--- src/rtl/uart_param.sv ---
// Parametrised full-duplex UART with a shared oversampling baud tick.
// Define UART_PARITY_EN to add one parity bit per frame (PARITY_ODD selects sense).
module uart_param #(
  parameter int CLK_FREQ   = 125_000_000,
  parameter int BAUD_RATE  = 9600,
  parameter int DATA_BITS  = 8,
  parameter int STOP_BITS  = 1,
  parameter int OVERSAMPLE = 16,
  parameter int PARITY_ODD = 0
) (
  input  logic                 clk,
  input  logic                 rst,
  input  logic [DATA_BITS-1:0] tx_data,
  input  logic                 tx_start,
  output logic                 tx_busy,
  output logic                 tx_done,
  output logic                 tx,
  input  logic                 rx,
  output logic [DATA_BITS-1:0] rx_data,
  output logic                 rx_valid,
  output logic                 rx_frame_err,
  output logic                 rx_parity_err
);

  localparam int DIV = CLK_FREQ / (BAUD_RATE * OVERSAMPLE);
  localparam int CW  = (DIV > 1) ? $clog2(DIV) : 1;
  localparam int TW  = $clog2(OVERSAMPLE);
  localparam int BW  = $clog2(DATA_BITS + 1);

  if (DIV < 1) begin : g_div_chk
    $error("uart_param: clock too slow, DIV must be at least 1");
  end
  if (DATA_BITS < 5 || DATA_BITS > 9 || STOP_BITS < 1 || STOP_BITS > 2 ||
      OVERSAMPLE < 8 || (OVERSAMPLE % 2) != 0 ||
      PARITY_ODD < 0 || PARITY_ODD > 1) begin : g_cfg_chk
    $error("uart_param: illegal frame configuration");
  end

  localparam logic [2:0] T_IDLE  = 3'd0;
  localparam logic [2:0] T_SYNC  = 3'd1;
  localparam logic [2:0] T_START = 3'd2;
  localparam logic [2:0] T_DATA  = 3'd3;
  localparam logic [2:0] T_STOP  = 3'd5;

  localparam logic [2:0] R_IDLE  = 3'd0;
  localparam logic [2:0] R_START = 3'd1;
  localparam logic [2:0] R_DATA  = 3'd2;
  localparam logic [2:0] R_STOP  = 3'd4;
  localparam logic [2:0] R_WAIT  = 3'd5;

`ifdef UART_PARITY_EN
  localparam logic [2:0] T_PAR = 3'd4;
  localparam logic [2:0] R_PAR = 3'd3;
  localparam logic       ODD   = 1'(PARITY_ODD);
  logic tpar;
  logic rpe;
`endif

  logic [CW-1:0] bcnt;
  logic          tick;

  assign tick = (bcnt == CW'(DIV - 1));

  always_ff @(posedge clk or negedge rst) begin
    if (!rst) bcnt <= '0;
    else      bcnt <= tick ? '0 : bcnt + 1'b1;
  end

  logic [2:0]           tstate;
  logic [TW-1:0]        ttk;
  logic [BW-1:0]        tbit;
  logic [DATA_BITS-1:0] tsh;
  logic                 tlast;

  assign tlast = tick && (ttk == TW'(OVERSAMPLE - 1));

  always_ff @(posedge clk or negedge rst) begin
    if (!rst) begin
      tstate  <= T_IDLE;
      ttk     <= '0;
      tbit    <= '0;
      tsh     <= '0;
      tx      <= 1'b1;
      tx_busy <= 1'b0;
      tx_done <= 1'b0;
`ifdef UART_PARITY_EN
      tpar    <= 1'b0;
`endif
    end else begin
      tx_done <= 1'b0;
      if (tick) ttk <= tlast ? '0 : ttk + 1'b1;
      unique case (tstate)
        T_IDLE: if (tx_start) begin
          tsh     <= tx_data;
          tx_busy <= 1'b1;
          tstate  <= T_SYNC;
`ifdef UART_PARITY_EN
          tpar    <= (^tx_data) ^ ODD;
`endif
        end
        // start bit begins on a tick so every bit is a whole tick multiple
        T_SYNC: if (tick) begin
          tx     <= 1'b0;
          ttk    <= '0;
          tstate <= T_START;
        end
        T_START: if (tlast) begin
          tx     <= tsh[0];
          tsh    <= tsh >> 1;
          tbit   <= '0;
          tstate <= T_DATA;
        end
        T_DATA: if (tlast) begin
          if (tbit == BW'(DATA_BITS - 1)) begin
`ifdef UART_PARITY_EN
            tx     <= tpar;
            tstate <= T_PAR;
`else
            tx     <= 1'b1;
            tbit   <= '0;
            tstate <= T_STOP;
`endif
          end else begin
            tx   <= tsh[0];
            tsh  <= tsh >> 1;
            tbit <= tbit + 1'b1;
          end
        end
`ifdef UART_PARITY_EN
        T_PAR: if (tlast) begin
          tx     <= 1'b1;
          tbit   <= '0;
          tstate <= T_STOP;
        end
`endif
        T_STOP: if (tlast) begin
          if (tbit == BW'(STOP_BITS - 1)) begin
            tx_done <= 1'b1;
            tx_busy <= 1'b0;
            tstate  <= T_IDLE;
          end else begin
            tbit <= tbit + 1'b1;
          end
        end
        default: tstate <= T_IDLE;
      endcase
    end
  end

  logic [1:0]           rsync;
  logic                 rs;
  logic [2:0]           rstate;
  logic [TW-1:0]        rtk;
  logic [BW-1:0]        rbit;
  logic [DATA_BITS-1:0] rsh;
  logic                 rlast;
  logic                 rhalf;

  assign rs    = rsync[1];
  assign rlast = tick && (rtk == TW'(OVERSAMPLE - 1));
  assign rhalf = tick && (rtk == TW'(OVERSAMPLE / 2 - 1));

  always_ff @(posedge clk or negedge rst) begin
    if (!rst) begin
      rsync        <= 2'b11;
      rstate       <= R_IDLE;
      rtk          <= '0;
      rbit         <= '0;
      rsh          <= '0;
      rx_data      <= '0;
      rx_valid     <= 1'b0;
      rx_frame_err <= 1'b0;
`ifdef UART_PARITY_EN
      rpe           <= 1'b0;
      rx_parity_err <= 1'b0;
`endif
    end else begin
      rsync    <= {rsync[0], rx};
      rx_valid <= 1'b0;
      if (tick) rtk <= rtk + 1'b1;
      unique case (rstate)
        R_IDLE: if (!rs) begin
          rtk    <= '0;
          rstate <= R_START;
        end
        R_START: if (rhalf) begin
          rtk    <= '0;
          rbit   <= '0;
          rstate <= rs ? R_IDLE : R_DATA;
        end
        R_DATA: if (rlast) begin
          rtk <= '0;
          rsh <= {rs, rsh[DATA_BITS-1:1]};
          if (rbit == BW'(DATA_BITS - 1)) begin
`ifdef UART_PARITY_EN
            rstate <= R_PAR;
`else
            rstate <= R_STOP;
`endif
          end else begin
            rbit <= rbit + 1'b1;
          end
        end
`ifdef UART_PARITY_EN
        R_PAR: if (rlast) begin
          rtk    <= '0;
          rpe    <= rs ^ (^rsh) ^ ODD;
          rstate <= R_STOP;
        end
`endif
        // a low stop bit may be a break: hold off until the line idles
        R_STOP: if (rlast) begin
          rtk          <= '0;
          rx_data      <= rsh;
          rx_frame_err <= !rs;
          rx_valid     <= 1'b1;
`ifdef UART_PARITY_EN
          rx_parity_err <= rpe;
`endif
          rstate <= rs ? R_IDLE : R_WAIT;
        end
        R_WAIT: if (rs) rstate <= R_IDLE;
        default: rstate <= R_IDLE;
      endcase
    end
  end

`ifndef UART_PARITY_EN
  assign rx_parity_err = 1'b0;
`endif

endmodule
--- config.mk ---
export PLATFORM = sky130hd
export DESIGN_NAME = uart_param
export DESIGN_NICKNAME = d
export VERILOG_FILES = /design/src/rtl/uart_param.sv
export SDC_FILE = /design/constraint.sdc
export NUM_CORES = 1
export LEC_CHECK = 0
export CAP_MARGIN = 20
export CELL_PAD_IN_SITES_DETAIL_PLACEMENT = 1
export CELL_PAD_IN_SITES_GLOBAL_PLACEMENT = 1
export CORE_MARGIN = 8
export CORE_UTILIZATION = 30
export CTS_BUF_LIST = sky130_fd_sc_hd__clkbuf_16
export DETAILED_ROUTE_END_ITERATION = 12
export PLACE_DENSITY_LB_ADDON = 0.1
export REMOVE_ABC_BUFFERS = 1
export SYNTH_ARGS = -nofsm -noshare
export SYNTH_HDL_FRONTEND = slang
export SYNTH_SLANG_ARGS = --single-unit
--- constraint.sdc ---
create_clock -name clk -period 2.3 [get_ports clk]
set_input_delay 0.46 -clock clk [delete_from_list [all_inputs] [get_ports clk]]
set_output_delay 0.46 -clock clk [all_outputs]
set_load 0.02 [all_outputs]
* Word level (Yosys, flattened, before mapping) *
Cells that the tools add are included.

storage, ports and cells
  flip-flop bits (word level) = 63
  output and inout bits = 14
  logic and storage cells = 129

operators by class
  add/subtract/negate cells = 5
  eq/ne operators = 30
  muxes and demuxes = 56
  reduce and logical (&&, ||, !) cells = 22

operators with widths
  kind                                                                    number
  4-bit two-way mux                                                       16
  3-bit two-way mux                                                       14
  8-bit two-way mux                                                       4
  2-bit != test (second input constant)                                   16
  3-bit one-hot mux with 5 select lines                                   2
  4-bit one-hot mux with 3 select lines                                   2
  8-bit one-hot mux with 3 select lines                                   1
  4-bit by 1-bit adder with 4-bit output (second input constant)          4
  4-bit by 3-bit equality test with 1-bit output (second input constant)  3
  1-bit two-way mux                                                       12
  4-bit AND reduction                                                     3
  10-bit by 1-bit adder with 10-bit output (second input constant)        1
  10-bit equality test (second input constant)                            1
  10-bit two-way mux                                                      1
  5-bit AND reduction                                                     2
  3-bit by 2-bit equality test with 1-bit output (second input constant)  3
  3-bit equality test (second input constant)                             3
  3-bit nonzero test                                                      3
  4-bit equality test (second input constant)                             2
  4-bit one-hot mux with 2 select lines                                   1
  7-bit AND reduction                                                     1
  3-bit by 1-bit equality test with 1-bit output (second input constant)  2
  3-bit logical NOT                                                       2
  6-bit AND reduction                                                     1
  9 further kinds                                                         13

* Logic depth before layout (Yosys ltp) *
Gate-level depths: netlist of the first run.

  depth after elaboration = 6
  gate-level depth with buffers = 8
  mapped depth without buffers = 7

* Worst setup path after synthesis of the first run *
OpenSTA, ideal clock, no wires.

  kind = register to register
  start = reg bcnt[0]
  end = reg tsh[0]
  library setup time = 0.125 ns
  data arrival time = 2.120 ns
  slack = 0.055 ns
  stages on the path, launching flop included = 9
  period minus slack after synthesis = 2.245 ns
  cell sequence = dfrtp_1 -> inv_1 -> ha_1 -> nand4b_1 -> nor3_4 -> nand2_2 -> a2111o_1 -> buf_6 -> mux2_4

between the ends
  word-level cells in the longest chain between the ends = 4

ends and longest elaborated chain
  element                            RTL line  text
  from (decl)                        59        logic [CW-1:0] bcnt;
  from (signal assigned)             66        else bcnt <= tick ? '0 : bcnt + 1'b1;
  10-bit equality test (*)           62        assign tick = (bcnt == CW'(DIV - 1));
  1-bit logical AND (*)              75        assign tlast = tick && (ttk == TW'(OVERSAMPLE - 1));
  2-bit != test (no line)            n/a
  5-bit AND reduction (no line) (*)  n/a
  to (signal assigned)               94        tsh <= tx_data;
  to (signal assigned)               109       tsh <= tsh >> 1;
  to (signal assigned)               125       tsh <= tsh >> 1;
  to (decl)                          72        logic [DATA_BITS-1:0] tsh;

Every way passes the cells marked *; elsewhere a longest branch is shown, timed or not.
A chain may end at the register's enable or synchronous reset.

* Final worst setup path of the first run *
  start = reg bcnt[0]
  end = reg rstate[0]

between the ends
  word-level cells in the longest chain between the ends = 4

ends and longest elaborated chain
  element                               RTL line  text
  10-bit equality test (*)              62
  1-bit logical AND (on tied branches)  161, 160
  2-bit != test (no line)               n/a
  6-bit AND reduction (no line) (*)     n/a
  to (signal assigned)                  189       rstate <= rs ? R_IDLE : R_DATA;
  to (signal assigned)                  220       rstate <= rs ? R_IDLE : R_WAIT;
  to (decl)                             152       logic [2:0] rstate;

Marked as above.

==> results of run 1 <==
## path summary, 6_finish.rpt
check,end,slack [ns]
min in group clk,rsync[1],0.36
max,rstate[0],0.12
min,rx_data[0],0.12
max in group asynchronous,tx,1.60
min reg2reg,rsync[1],0.36
max reg2reg,rstate[0],0.12
## power groups by stage
| stage | clock network (mW) | registers [mW] | logic (mW) |
|---|---|---|---|
| 5_1_grt | 1.27 | 1.13 | 0.0780 |
| 4_1_cts | 1.23 | 1.13 | 0.0715 |
| 3_3_place_gp | 0 | 1.14 | 0.0701 |
| 6_report | 1.18 | 1.13 | 0.0684 |
| 2_1_floorplan | 0 | 1.14 | 0.0181 |
| 3_5_place_dp | 0 | 1.14 | 0.0716 |
## cells in the final DEF, fill, tap and decap left out, types with 6 or more instances in the layout
master                            Yosys  layout
sky130_fd_sc_hd__a21oi_1              6       6
sky130_fd_sc_hd__buf_4                1      13
sky130_fd_sc_hd__clkbuf_16            0       9
sky130_fd_sc_hd__clkdlybuf4s50_1      0      23
sky130_fd_sc_hd__dfrtp_1             60      60
sky130_fd_sc_hd__ha_1                 7       7
sky130_fd_sc_hd__inv_1               10      11
sky130_fd_sc_hd__mux2_2              17      17
sky130_fd_sc_hd__mux2_4               7       7
sky130_fd_sc_hd__nand2_1             48      48
sky130_fd_sc_hd__nand3_1             15      15
sky130_fd_sc_hd__nor2_1              19      19
sky130_fd_sc_hd__o21ai_0             18      18
sky130_fd_sc_hd__xor2_1               7       7
## area by class of cell
class / count / area, um^2
clock buffers: 9 / 225
well taps: 136 / 170
flip-flops and latches: 63 / 1580
multi-input cells: 212 / 1450
fillers: 1149 / 6310
clock inverters: 7 / 31.3
inverters: 10 / 37.5
repair buffers: 40 / 384
## metrics by stage
step / TNS, ns / instance area, um^2 / setup WS [ns]
floorplan: -1.30 / 3030 / -0.183
global placement: 0 / 3580 / 0.122
detailed placement: 0 / 3580 / 0.0809
CTS: 0 / 3830 / 0.0681
global route: -0.0707 / 3880 / -0.0273
finish: 0 / 3880 / 0.123
## cells by family after synthesis
logic type	synth area share, %
adders and majority gates	2.83
xor gates and xnor gates	3.11
buffers and inverters	3.44
DFF	51.1
other	0.121
AOI/OAI and AO/OA	8.41
and+or+nand+nor	19.8
muxes	11.2
## sequential cells by signal (all words and copies together) (netlist names), 2 cells and up, named ones only
register / cells
bcnt: 10
rsh: 8
rx_data: 8
tsh: 8
rbit: 4
rtk: 4
tbit: 4
rstate: 3
tstate: 3
rsync: 2
## critical path: cells and delay by family, from the launching register on
family | cells | cell delay, ns
AOI/OAI and AO/OA | 2 | 0.47
muxes | 1 | 0.28
and+or+nand+nor | 2 | 0.50
buffers and inverters | 2 | 0.29
adders and majority gates | 1 | 0.14
DFF | 1 | 0.39
## routing by layer
metal  GRT usage (%)  wire (um)
met3            4.03        251
met2            16.8       3200
met4            3.92         89
met1            13.9       3450
met5               0          0
==> flow_results.xml, run 1 <==
<?xml version="1.0" encoding="UTF-8"?>
<metrics>
  <group name="clock_tree">
    <metric name="cts-root-buf" unit="">sky130_fd_sc_hd__clkbuf_16</metric>
    <metric name="cts_hold_buffers" unit="">0</metric>
    <metric name="cts_num_sinks" unit="">63</metric>
    <metric name="cts.repair.resized" unit="">0</metric>
    <metric name="tritoncts.num_buffers" unit="">9</metric>
    <metric name="ctsLongestPathBuffers" unit="">2</metric>
    <metric name="clk_latency" unit="ns">0.32</metric>
    <metric name="tritoncts" unit="">yes</metric>
    <metric name="clk_transition_reported_paths" unit="ns">0.05</metric>
    <metric name="count_of_h_tree_levels_built_during_cts" unit="">3</metric>
    <metric name="post-cts-setup-buffer-count" unit="">0</metric>
  </group>
  <group name="worst_setup_path">
    <metric name="peak_per_stage_delay_on_the_critical_path" unit="ns">0.39</metric>
    <metric name="timing.critical_path.required" unit="ns">2.51</metric>
    <metric name="worst_r2r_startpoint" unit="">bcnt[0]</metric>
    <metric name="arrival" unit="ns">2.39</metric>
    <metric name="crit_start" unit="">bcnt[0]</metric>
    <metric name="reg2reg_depth" unit="">8</metric>
    <metric name="endpoint_kind" unit="">flip-flop</metric>
    <metric name="setup.worst_path.start_class" unit="">flip-flop</metric>
    <metric name="cell_chain_critical_path" unit="">inv_1 &gt; ha_1 &gt; nand4b_1 &gt; buf_6 &gt; nor4_2 &gt; o22ai_2 &gt; a311o_1 &gt; mux2_2</metric>
    <metric name="crit_slowest_cell" unit="">sky130_fd_sc_hd__dfrtp_1</metric>
    <metric name="timing_worst_setup_path_type" unit="">reg -&gt; reg</metric>
    <metric name="worstPathMaxFanout" unit="">4</metric>
  </group>
  <group name="sta">
    <metric name="slew_headroom" unit="%">64.1</metric>
    <metric name="clock.fmax" unit="MHz">459</metric>
    <metric name="grt_setup_unrepaired" unit="">yes</metric>
    <metric name="worst_hold_slack" unit="ns">0.116</metric>
    <metric name="timing.final.setup_violations" unit="">0</metric>
    <metric name="final_hold_violations" unit="">0</metric>
    <metric name="final_max_slew_viol_count" unit="">0</metric>
    <metric name="period_minus_slack" unit="ns">2.18</metric>
    <metric name="worstMarginPinSlew" unit="ns">0.539</metric>
    <metric name="clock_skew" unit="ns">0.00428</metric>
    <metric name="portion_of_the_clock_cycle_consumed_by_the_worst_path_in_the_final_layout" unit="%">94.6</metric>
  </group>
  <group name="flow_run">
    <metric name="max-cap-violations" unit="">0</metric>
  </group>
  <group name="finish">
    <metric name="final_util" unit="%">38.1</metric>
    <metric name="flow.area_growth_from_synthesis" unit="%">25.2</metric>
    <metric name="final_cell_count_no_fill" unit="">477</metric>
    <metric name="layout.nets" unit="">355</metric>
    <metric name="drive_above_1_share" unit="%">18.5</metric>
    <metric name="insertedDiodeCount" unit="">0</metric>
  </group>
  <group name="power">
    <metric name="cell_internal_pwr" unit="mW">1.86</metric>
    <metric name="relative_contribution_of_sequential_cells_to_total_power" unit="%">47.4</metric>
    <metric name="switchingPower" unit="uW">513</metric>
    <metric name="ir_worst_vdd" unit="V">0.000253</metric>
    <metric name="report.power.total" unit="mW">2.37</metric>
    <metric name="power.static_leakage" unit="nW">1.75</metric>
    <metric name="powerDensity" unit="nW/um^2">613</metric>
    <metric name="power_frac_comb" unit="%">2.9</metric>
    <metric name="clock_power_share" unit="%">49.7</metric>
    <metric name="swShare" unit="%">21.6</metric>
  </group>
  <group name="synth">
    <metric name="seq_area_frac_synth" unit="%">51.1</metric>
    <metric name="ys_top_cells_by_count" unit="">sky130_fd_sc_hd__dfrtp_1, sky130_fd_sc_hd__nand2_1, sky130_fd_sc_hd__nor2_1, sky130_fd_sc_hd__o21ai_0, sky130_fd_sc_hd__mux2_2</metric>
    <metric name="synth_most_common_cell" unit="">sky130_fd_sc_hd__dfrtp_1</metric>
    <metric name="mapped_cell_area" unit="um^2">3100</metric>
    <metric name="yosysTopAreaCellShare" unit="%">48.5</metric>
    <metric name="synthFlopType" unit="">sky130_fd_sc_hd__dfrtp_1</metric>
    <metric name="yosys.cell_types.count" unit="">49</metric>
    <metric name="netlist_instances" unit="">300</metric>
    <metric name="synthesis.yosys.warnings" unit="">0</metric>
    <metric name="ys_ff_latch" unit="">63</metric>
    <metric name="syn_avg_cell_area" unit="um^2">10.3</metric>
    <metric name="synth_area_leader_cell" unit="">sky130_fd_sc_hd__dfrtp_1</metric>
    <metric name="proportion_of_register_bits_with_asynchronous_set_or_reset_after_synthesis" unit="%">100</metric>
    <metric name="synth-edff-count" unit="">0</metric>
    <metric name="post_synth_main_area_contributors" unit="">sky130_fd_sc_hd__dfrtp_1, sky130_fd_sc_hd__mux2_2, sky130_fd_sc_hd__nand2_1</metric>
  </group>
  <group name="outcome">
    <metric name="outcome" unit="">finished, final reports clean</metric>
  </group>
  <group name="floorplanning">
    <metric name="placement_rows" unit="">37</metric>
    <metric name="top_level_ports" unit="">26</metric>
    <metric name="die_width" unit="um">118</metric>
    <metric name="start_util" unit="%">30.4</metric>
    <metric name="die_area" unit="um^2">13800</metric>
    <metric name="core-area" unit="um^2">10200</metric>
    <metric name="die_h" unit="um">118</metric>
  </group>
  <group name="drt">
    <metric name="avgViaCountPerCell" unit="">4.77</metric>
    <metric name="vias" unit="">2273</metric>
    <metric name="detail_route.wirelength" unit="um">6990</metric>
    <metric name="detail-route-antenna-nets" unit="">0</metric>
    <metric name="drc_errors" unit="">0</metric>
    <metric name="initialDrtViolationCount" unit="">35</metric>
    <metric name="drtPass1Iterations" unit="">4</metric>
    <metric name="detail_route.wl_per_cell" unit="um">14.7</metric>
  </group>
  <group name="global_routing">
    <metric name="grtUsageTotal" unit="%">11.0</metric>
    <metric name="grt_first_pass_wirelength" unit="um">12500</metric>
    <metric name="grt_pass1_vias" unit="">2510</metric>
    <metric name="grt_max_degree" unit="">25</metric>
    <metric name="grt_remaining_overflow" unit="">0</metric>
    <metric name="grt_antenna_before_repair" unit="">0</metric>
  </group>
  <group name="min_path">
    <metric name="min-delay-path-class" unit="">in -&gt; async</metric>
  </group>
  <group name="place">
    <metric name="portBuffers" unit="">24</metric>
    <metric name="place.gp.congestion" unit="">0.795</metric>
    <metric name="placed_cells_incl_taps" unit="">461</metric>
    <metric name="detailed_place_hpwl" unit="um">4970</metric>
  </group>
</metrics>
(Power assumes the default switching activity.)
==> run 2: changes to the inputs <==
--- a/config.mk
+++ b/config.mk
@@ -12,7 +12,7 @@
 export CORE_UTILIZATION = 30
 export CTS_BUF_LIST = sky130_fd_sc_hd__clkbuf_16
 export DETAILED_ROUTE_END_ITERATION = 12
-export PLACE_DENSITY_LB_ADDON = 0.1
+export PLACE_DENSITY_LB_ADDON = 0.3
 export REMOVE_ABC_BUFFERS = 1
 export SYNTH_ARGS = -nofsm -noshare
 export SYNTH_HDL_FRONTEND = slang
==> constraint.sdc (replaced) <==
create_clock -name clk -period 1.8 [get_ports clk]
set_input_delay 0.36 -clock clk [delete_from_list [all_inputs] [get_ports clk]]
set_output_delay 0.36 -clock clk [all_outputs]
set_load 0.02 [all_outputs]
==> run 2 against run 1 <==
  * The run now ends with negative setup slack left
  * Via count grew 10%
  * Non-clock buffer count rose by 44
  * Global-route usage rose by 1.1 points
  * Sequential power is 27% higher
  * Critical path type unchanged
  * Critical endpoint unchanged
  * Largest power group unchanged
==> flow_results.xml, run 2 (synthesized netlist as in run 1, its figures left out) <==
<?xml version="1.0" encoding="UTF-8"?>
<metrics>
  <group name="outcome">
    <metric name="outcome" unit="">complete, but fails checks</metric>
    <metric name="violations_in_the_final_reports" unit="">negative setup slack</metric>
  </group>
  <group name="worst_setup_path">
    <metric name="endpoint" unit="">rstate[0]</metric>
    <metric name="cell_chain_critical_path" unit="">inv_2 &gt; ha_4 &gt; nand4b_1 &gt; buf_6 &gt; nor4_4 &gt; o22ai_2 &gt; a311o_1 &gt; mux2_4</metric>
    <metric name="worst-path-stages" unit="">8</metric>
    <metric name="worst_r2r_startpoint" unit="">bcnt[0]</metric>
    <metric name="worstPathMaxFanout" unit="">4</metric>
    <metric name="worstReg2RegEnd" unit="">rstate[0]</metric>
    <metric name="endpoint_kind" unit="">flip-flop</metric>
    <metric name="setup.worst_path.start_class" unit="">flip-flop</metric>
    <metric name="crit_path_buffers_inverters" unit="">2</metric>
    <metric name="crit_start" unit="">bcnt[0]</metric>
    <metric name="worst_path_dominant_cell_family" unit="">compound AO/OA/AOI/OAI gates</metric>
    <metric name="timing.critical_path.required" unit="ns">2.02</metric>
    <metric name="reg2reg_depth" unit="">8</metric>
    <metric name="regToRegSetupSlack" unit="ns">-0.38</metric>
    <metric name="timing_worst_setup_path_type" unit="">reg -&gt; reg</metric>
    <metric name="crit_slowest_cell" unit="">sky130_fd_sc_hd__dfrtp_1</metric>
    <metric name="peak_per_stage_delay_on_the_critical_path" unit="ns">0.40</metric>
    <metric name="arrival" unit="ns">2.40</metric>
  </group>
  <group name="power">
    <metric name="power.static_leakage" unit="nW">2.06</metric>
    <metric name="powerDensity" unit="nW/um^2">787</metric>
    <metric name="ir_worst_vdd" unit="V">0.000312</metric>
    <metric name="report.power.total" unit="mW">3.55</metric>
  </group>
  <group name="place">
    <metric name="portBuffers" unit="">24</metric>
    <metric name="place.gp.congestion" unit="">0.775</metric>
    <metric name="detailed_place_hpwl" unit="um">5060</metric>
    <metric name="placed_cells_incl_taps" unit="">490</metric>
  </group>
  <group name="sta">
    <metric name="period_minus_slack" unit="ns">2.18</metric>
    <metric name="final_hold_violations" unit="">0</metric>
    <metric name="clock.fmax" unit="MHz">459</metric>
    <metric name="portion_of_the_clock_cycle_consumed_by_the_worst_path_in_the_final_layout" unit="%">121</metric>
    <metric name="timing.final.setup_violations" unit="">49</metric>
    <metric name="clock_skew" unit="ns">0.00714</metric>
    <metric name="timing.final.ws_setup" unit="ns">-0.378</metric>
    <metric name="final_max_slew_viol_count" unit="">0</metric>
    <metric name="grt_setup_unrepaired" unit="">yes</metric>
  </group>
  <group name="floorplanning">
    <metric name="top_level_ports" unit="">26</metric>
    <metric name="core-area" unit="um^2">10200</metric>
    <metric name="die_h" unit="um">118</metric>
    <metric name="die_width" unit="um">118</metric>
    <metric name="placement_rows" unit="">37</metric>
    <metric name="start_util" unit="%">30.4</metric>
    <metric name="die_area" unit="um^2">13800</metric>
  </group>
  <group name="flow_run">
    <metric name="max-cap-violations" unit="">0</metric>
  </group>
  <group name="clock_tree">
    <metric name="cts-root-buf" unit="">sky130_fd_sc_hd__clkbuf_16</metric>
    <metric name="ctsLongestPathBuffers" unit="">2</metric>
    <metric name="tritoncts" unit="">yes</metric>
    <metric name="tritoncts.num_buffers" unit="">9</metric>
    <metric name="count_of_h_tree_levels_built_during_cts" unit="">3</metric>
    <metric name="cts_num_sinks" unit="">63</metric>
    <metric name="clk_transition_reported_paths" unit="ns">0.06</metric>
    <metric name="clk_latency" unit="ns">0.34</metric>
  </group>
  <group name="drt">
    <metric name="detail_route.wirelength" unit="um">7910</metric>
    <metric name="drc_errors" unit="">0</metric>
    <metric name="drtPass1Iterations" unit="">4</metric>
    <metric name="detail-route-antenna-nets" unit="">0</metric>
    <metric name="initialDrtViolationCount" unit="">66</metric>
    <metric name="avgViaCountPerCell" unit="">4.81</metric>
    <metric name="detail_route.wl_per_cell" unit="um">15.2</metric>
    <metric name="vias" unit="">2508</metric>
  </group>
  <group name="finish">
    <metric name="max_flop_register" unit="">bcnt</metric>
    <metric name="layout.cells.most_common" unit="">sky130_fd_sc_hd__dfrtp_1</metric>
    <metric name="fillers" unit="">1117</metric>
    <metric name="final_cell_count_no_fill" unit="">521</metric>
    <metric name="flow.area_growth_from_synthesis" unit="%">45.8</metric>
    <metric name="layout_common_cells" unit="">sky130_fd_sc_hd__dfrtp_1, sky130_fd_sc_hd__nand2_1, sky130_fd_sc_hd__buf_4, sky130_fd_sc_hd__clkdlybuf4s50_1, sky130_fd_sc_hd__nor2_1</metric>
    <metric name="drive_above_1_share" unit="%">34.8</metric>
    <metric name="seq_area" unit="um^2">1580</metric>
    <metric name="max_reg_flops" unit="">10</metric>
    <metric name="layout.nets" unit="">399</metric>
    <metric name="multi_input_comb_area" unit="um^2">1630</metric>
    <metric name="insertedDiodeCount" unit="">0</metric>
  </group>
  <group name="min_path">
    <metric name="min-delay-path-class" unit="">in -&gt; async</metric>
  </group>
  <group name="global_routing">
    <metric name="grt_antenna_before_repair" unit="">0</metric>
    <metric name="grt_pass1_vias" unit="">2774</metric>
    <metric name="grt_max_degree" unit="">64</metric>
    <metric name="grt_first_pass_wirelength" unit="um">13600</metric>
    <metric name="grt_remaining_overflow" unit="">0</metric>
    <metric name="grtUsageTotal" unit="%">12.1</metric>
  </group>
</metrics>
==> run 2: per-stage QoR <==
stage | instance area (um^2) | setup TNS (ns) | hold WS, ns | setup WS [ns] | util (%)
after floorplan | 3030 | -11.14 | 0.0644 | -0.683 | -
after global placement | 3780 | -9.92 | 0.351 | -0.281 | 37.1
after detailed placement | 3780 | -12.81 | 0.349 | -0.365 | 37.1
after CTS | 4380 | -9.50 | 0.0536 | -0.319 | 43.0
after global routing | 4510 | -15.48 | 0.0582 | -0.479 | 44.3
final | 4510 | -9.90 | 0.0378 | -0.378 | 44.3
==> run 2: layer usage <==
layer	global-route usage [%]	vias to the layer above	routed length, um
met2	20.0	40	3900
li1	-	1206	-
met4	5.36	0	187
met1	14.0	1248	3530
met5	0	-	0
met3	3.84	14	280
==> run 2: how the worst min path moves through the flow <==
stage | start | endpoint
2_1_floorplan | rst | async pin
3_3_place_gp | rsync[0] | rsync[1]
3_5_place_dp | rsync[0] | rsync[1]
4_1_cts | rst | rx_data[2]
5_1_grt | rst | rx_data[2]
6_report | rst | rx_data[6]
==> run 2: timing repair <==
action / CTS / global route
buffers inserted: 8 / 6
resized for setup: 49 / 19
pin swaps: 13 / 11
hold buffers: 0 / 0
endpoints found under the setup margin: 52 / 51
cloned: 1 / 0
==> run 2: layout make-up <==
type / instances / share of cell area, %
tap: 136 / 3.77
multi-input combinational: 212 / 36.1
clock buffer: 9 / 4.99
inverter: 10 / 0.832
clock inverter: 7 / 2.63
sequential: 63 / 35.0
timing repair buffer: 84 / 16.7
==> run 2: worst register-to-register path, delay by kind of cell (launching register included) <==
family,cells,cell delay (ns)
AND/OR/NAND/NOR,2,0.43
adder cells (fa/ha/maj),1,0.13
multiplexers,1,0.32
AO/OA/AOI/OAI,2,0.52
flip-flops,1,0.40
buffers and inverters,2,0.27
==> run 2: where the power goes <==
| group | switching (mW) | total (mW) | internal (mW) |
|---|---|---|---|
| clock network | 0.674 | 2.03 | 1.35 |
| registers | 0.00877 | 1.44 | 1.43 |
| logic | 0.0423 | 0.0818 | 0.0395 |
==> run 3: changes to the inputs <==
==> constraint.sdc (replaced) <==
create_clock -name clk -period 2.31 [get_ports clk]
set_input_delay 0.462 -clock clk [delete_from_list [all_inputs] [get_ports clk]]
set_output_delay 0.462 -clock clk [all_outputs]
set_load 0.02 [all_outputs]
==> run 3 against run 2 <==
  * The flow now finishes without violations
  * Combinational power down 23%
  * Cell count down 8.6%
  * Clock-buffer cell count is the same
  * Critical endpoint is now tsh[4]
  * Largest power group unchanged
==> flow_results.xml, run 3 (synthesized netlist as in run 1, its figures left out) <==
<?xml version="1.0" encoding="UTF-8"?>
<metrics>
  <group name="clock_tree">
    <metric name="tritoncts" unit="">yes</metric>
    <metric name="clk_transition_reported_paths" unit="ns">0.06</metric>
    <metric name="post-cts-setup-buffer-count" unit="">0</metric>
    <metric name="tritoncts.num_buffers" unit="">9</metric>
    <metric name="cts_num_sinks" unit="">63</metric>
    <metric name="clk_latency" unit="ns">0.33</metric>
    <metric name="ctsLongestPathBuffers" unit="">2</metric>
    <metric name="count_of_h_tree_levels_built_during_cts" unit="">3</metric>
    <metric name="cts-root-buf" unit="">sky130_fd_sc_hd__clkbuf_16</metric>
  </group>
  <group name="sta">
    <metric name="slew_headroom" unit="%">66.4</metric>
    <metric name="clock_skew" unit="ns">0.00566</metric>
    <metric name="final_max_slew_viol_count" unit="">0</metric>
    <metric name="summed_negative_setup_slack_over_all_endpoints" unit="ns">0</metric>
    <metric name="worstMarginPinSlew" unit="ns">0.499</metric>
    <metric name="final_hold_violations" unit="">0</metric>
    <metric name="timing.final.setup_violations" unit="">0</metric>
    <metric name="period_minus_slack" unit="ns">2.16</metric>
    <metric name="worst_hold_slack" unit="ns">0.157</metric>
    <metric name="portion_of_the_clock_cycle_consumed_by_the_worst_path_in_the_final_layout" unit="%">93.4</metric>
    <metric name="clock.fmax" unit="MHz">464</metric>
    <metric name="grt_setup_unrepaired" unit="">no</metric>
  </group>
  <group name="worst_setup_path">
    <metric name="arrival" unit="ns">2.37</metric>
    <metric name="timing_worst_setup_path_type" unit="">reg -&gt; reg</metric>
    <metric name="crit_slowest_cell" unit="">sky130_fd_sc_hd__a2111o_2</metric>
    <metric name="timing.critical_path.required" unit="ns">2.52</metric>
    <metric name="setup.worst_path.start_class" unit="">flip-flop</metric>
    <metric name="peak_per_stage_delay_on_the_critical_path" unit="ns">0.61</metric>
    <metric name="worstPathMaxFanout" unit="">8</metric>
    <metric name="endpoint_kind" unit="">flip-flop</metric>
    <metric name="cell_chain_critical_path" unit="">inv_1 &gt; ha_1 &gt; nand4b_1 &gt; nor3_4 &gt; nand2_2 &gt; a2111o_2 &gt; mux2_4</metric>
  </group>
  <group name="floorplanning">
    <metric name="core-area" unit="um^2">10200</metric>
    <metric name="top_level_ports" unit="">26</metric>
    <metric name="die_width" unit="um">118</metric>
    <metric name="die_h" unit="um">118</metric>
    <metric name="placement_rows" unit="">37</metric>
    <metric name="die_area" unit="um^2">13800</metric>
    <metric name="start_util" unit="%">30.4</metric>
  </group>
  <group name="drt">
    <metric name="avgViaCountPerCell" unit="">4.85</metric>
    <metric name="drtPass1Iterations" unit="">4</metric>
    <metric name="detail_route.wl_per_cell" unit="um">14.2</metric>
    <metric name="detail_route.wirelength" unit="um">6740</metric>
    <metric name="vias" unit="">2308</metric>
    <metric name="detail-route-antenna-nets" unit="">0</metric>
    <metric name="drc_errors" unit="">0</metric>
    <metric name="initialDrtViolationCount" unit="">33</metric>
  </group>
  <group name="finish">
    <metric name="insertedDiodeCount" unit="">0</metric>
    <metric name="layout_common_cells" unit="">sky130_fd_sc_hd__dfrtp_1, sky130_fd_sc_hd__nand2_1, sky130_fd_sc_hd__clkdlybuf4s50_1, sky130_fd_sc_hd__nor2_1, sky130_fd_sc_hd__o21ai_0</metric>
    <metric name="layout.nets" unit="">354</metric>
    <metric name="design_area" unit="um^2">3860</metric>
    <metric name="max_flop_register" unit="">bcnt</metric>
    <metric name="layout.cells.most_common" unit="">sky130_fd_sc_hd__dfrtp_1</metric>
    <metric name="final_util" unit="%">37.9</metric>
    <metric name="drive_above_1_share" unit="%">18.8</metric>
    <metric name="flow.area_growth_from_synthesis" unit="%">24.7</metric>
    <metric name="fillers" unit="">1174</metric>
    <metric name="max_reg_flops" unit="">10</metric>
  </group>
  <group name="power">
    <metric name="powerDensity" unit="nW/um^2">646</metric>
    <metric name="ir_worst_vdd" unit="V">0.000291</metric>
    <metric name="power.static_leakage" unit="nW">1.76</metric>
  </group>
  <group name="place">
    <metric name="placed_area" unit="um^2">3560</metric>
    <metric name="portBuffers" unit="">24</metric>
    <metric name="detailed_place_hpwl" unit="um">4780</metric>
    <metric name="place.gp.congestion" unit="">0.762</metric>
  </group>
  <group name="flow_run">
    <metric name="max-cap-violations" unit="">0</metric>
  </group>
  <group name="global_routing">
    <metric name="grt_max_degree" unit="">64</metric>
    <metric name="grtUsageTotal" unit="%">10.3</metric>
    <metric name="grt_pass1_vias" unit="">2410</metric>
    <metric name="grt_remaining_overflow" unit="">0</metric>
    <metric name="grt_antenna_before_repair" unit="">0</metric>
    <metric name="grt_first_pass_wirelength" unit="um">11800</metric>
  </group>
  <group name="min_path">
    <metric name="min-delay-path-class" unit="">in -&gt; async</metric>
  </group>
  <group name="outcome">
    <metric name="outcome" unit="">finished, final reports clean</metric>
  </group>
</metrics>
run 3: cell types whose count changed in the layout (fill, tap and decap cells not counted), sizes merged:
cell	previous run	this run
buf	61	16
bufinv	3	1
dlygate4sd2	1	0
clkdlybuf4s50	22	23
inv	11	10
clkinv	2	5
run 3: final cells by class:
cell class,instances,area (um^2),share of cell area (%)
clock inverters,7,63.8,1.65
repair buffers,39,360,9.33
well taps,136,170,4.41
multi-input cells,212,1420,36.9
clock buffers,9,225,5.83
flip-flops and latches,63,1580,40.9
inverters,10,37.5,0.972
run 3: path summary, 6_finish.rpt:
kind	cells after the start	start	slack, ns	to
worst max register to register	7	bcnt[0]	0.15	tsh[4]
worst max-delay path	7	bcnt[0]	0.15	tsh[4]
min in group clk	0	rsync[0]	0.36	rsync[1]
max in group asynchronous	2	rst	1.84	tx
worst min-delay path	2	rst	0.16	rsh[0]
worst min register to register	0	rsync[0]	0.36	rsync[1]
run 3: power by group:
group / leakage, nW / internal (mW) / switching, mW
Sequential: 0.821 / 1.11 / 0.00617
Combinational: 0.798 / 0.0307 / 0.0320
Clock: 0.140 / 0.824 / 0.487
Total: 1.76 / 1.97 / 0.526
run 3: layer usage:
| metal | share of wire (%) | GRT usage (%) | vias up | routed length [um] |
|---|---|---|---|---|
| met1 | 46 | 12.2 | 1159 | 3080 |
| met3 | 4.1 | 4.12 | 7 | 274 |
| met5 | 0 | 0 | - | 0 |
| met2 | 49 | 16.8 | 34 | 3290 |
| met4 | 1.4 | 3.68 | 0 | 95 |
| li1 | - | - | 1108 | - |
run 3: timing repair:
action                                  CTS  global route
hold buffers                              0             0
endpoints found under the setup margin    0            14
endpoints found under the hold margin     0             0
gates resized for setup                   0             4
run 3: metrics by stage:
step	total power, mW	std cells	setup slack, ns
after CTS	2.53	476	0.0772
after floorplan	1.16	285	-0.173
after detailed placement	1.20	460	0.0912
after global placement	1.20	460	0.142
final	2.50	476	0.153
after global routing	2.58	476	0.00275
run 3: worst max-delay path, delay by kind of cell (launching register included):
kind	cells	cell delay, ns
buf+inv	1	0.08
simple gates	3	0.48
fa+ha+maj	1	0.15
mux	1	0.33
compound gates	1	0.61
flops	1	0.39
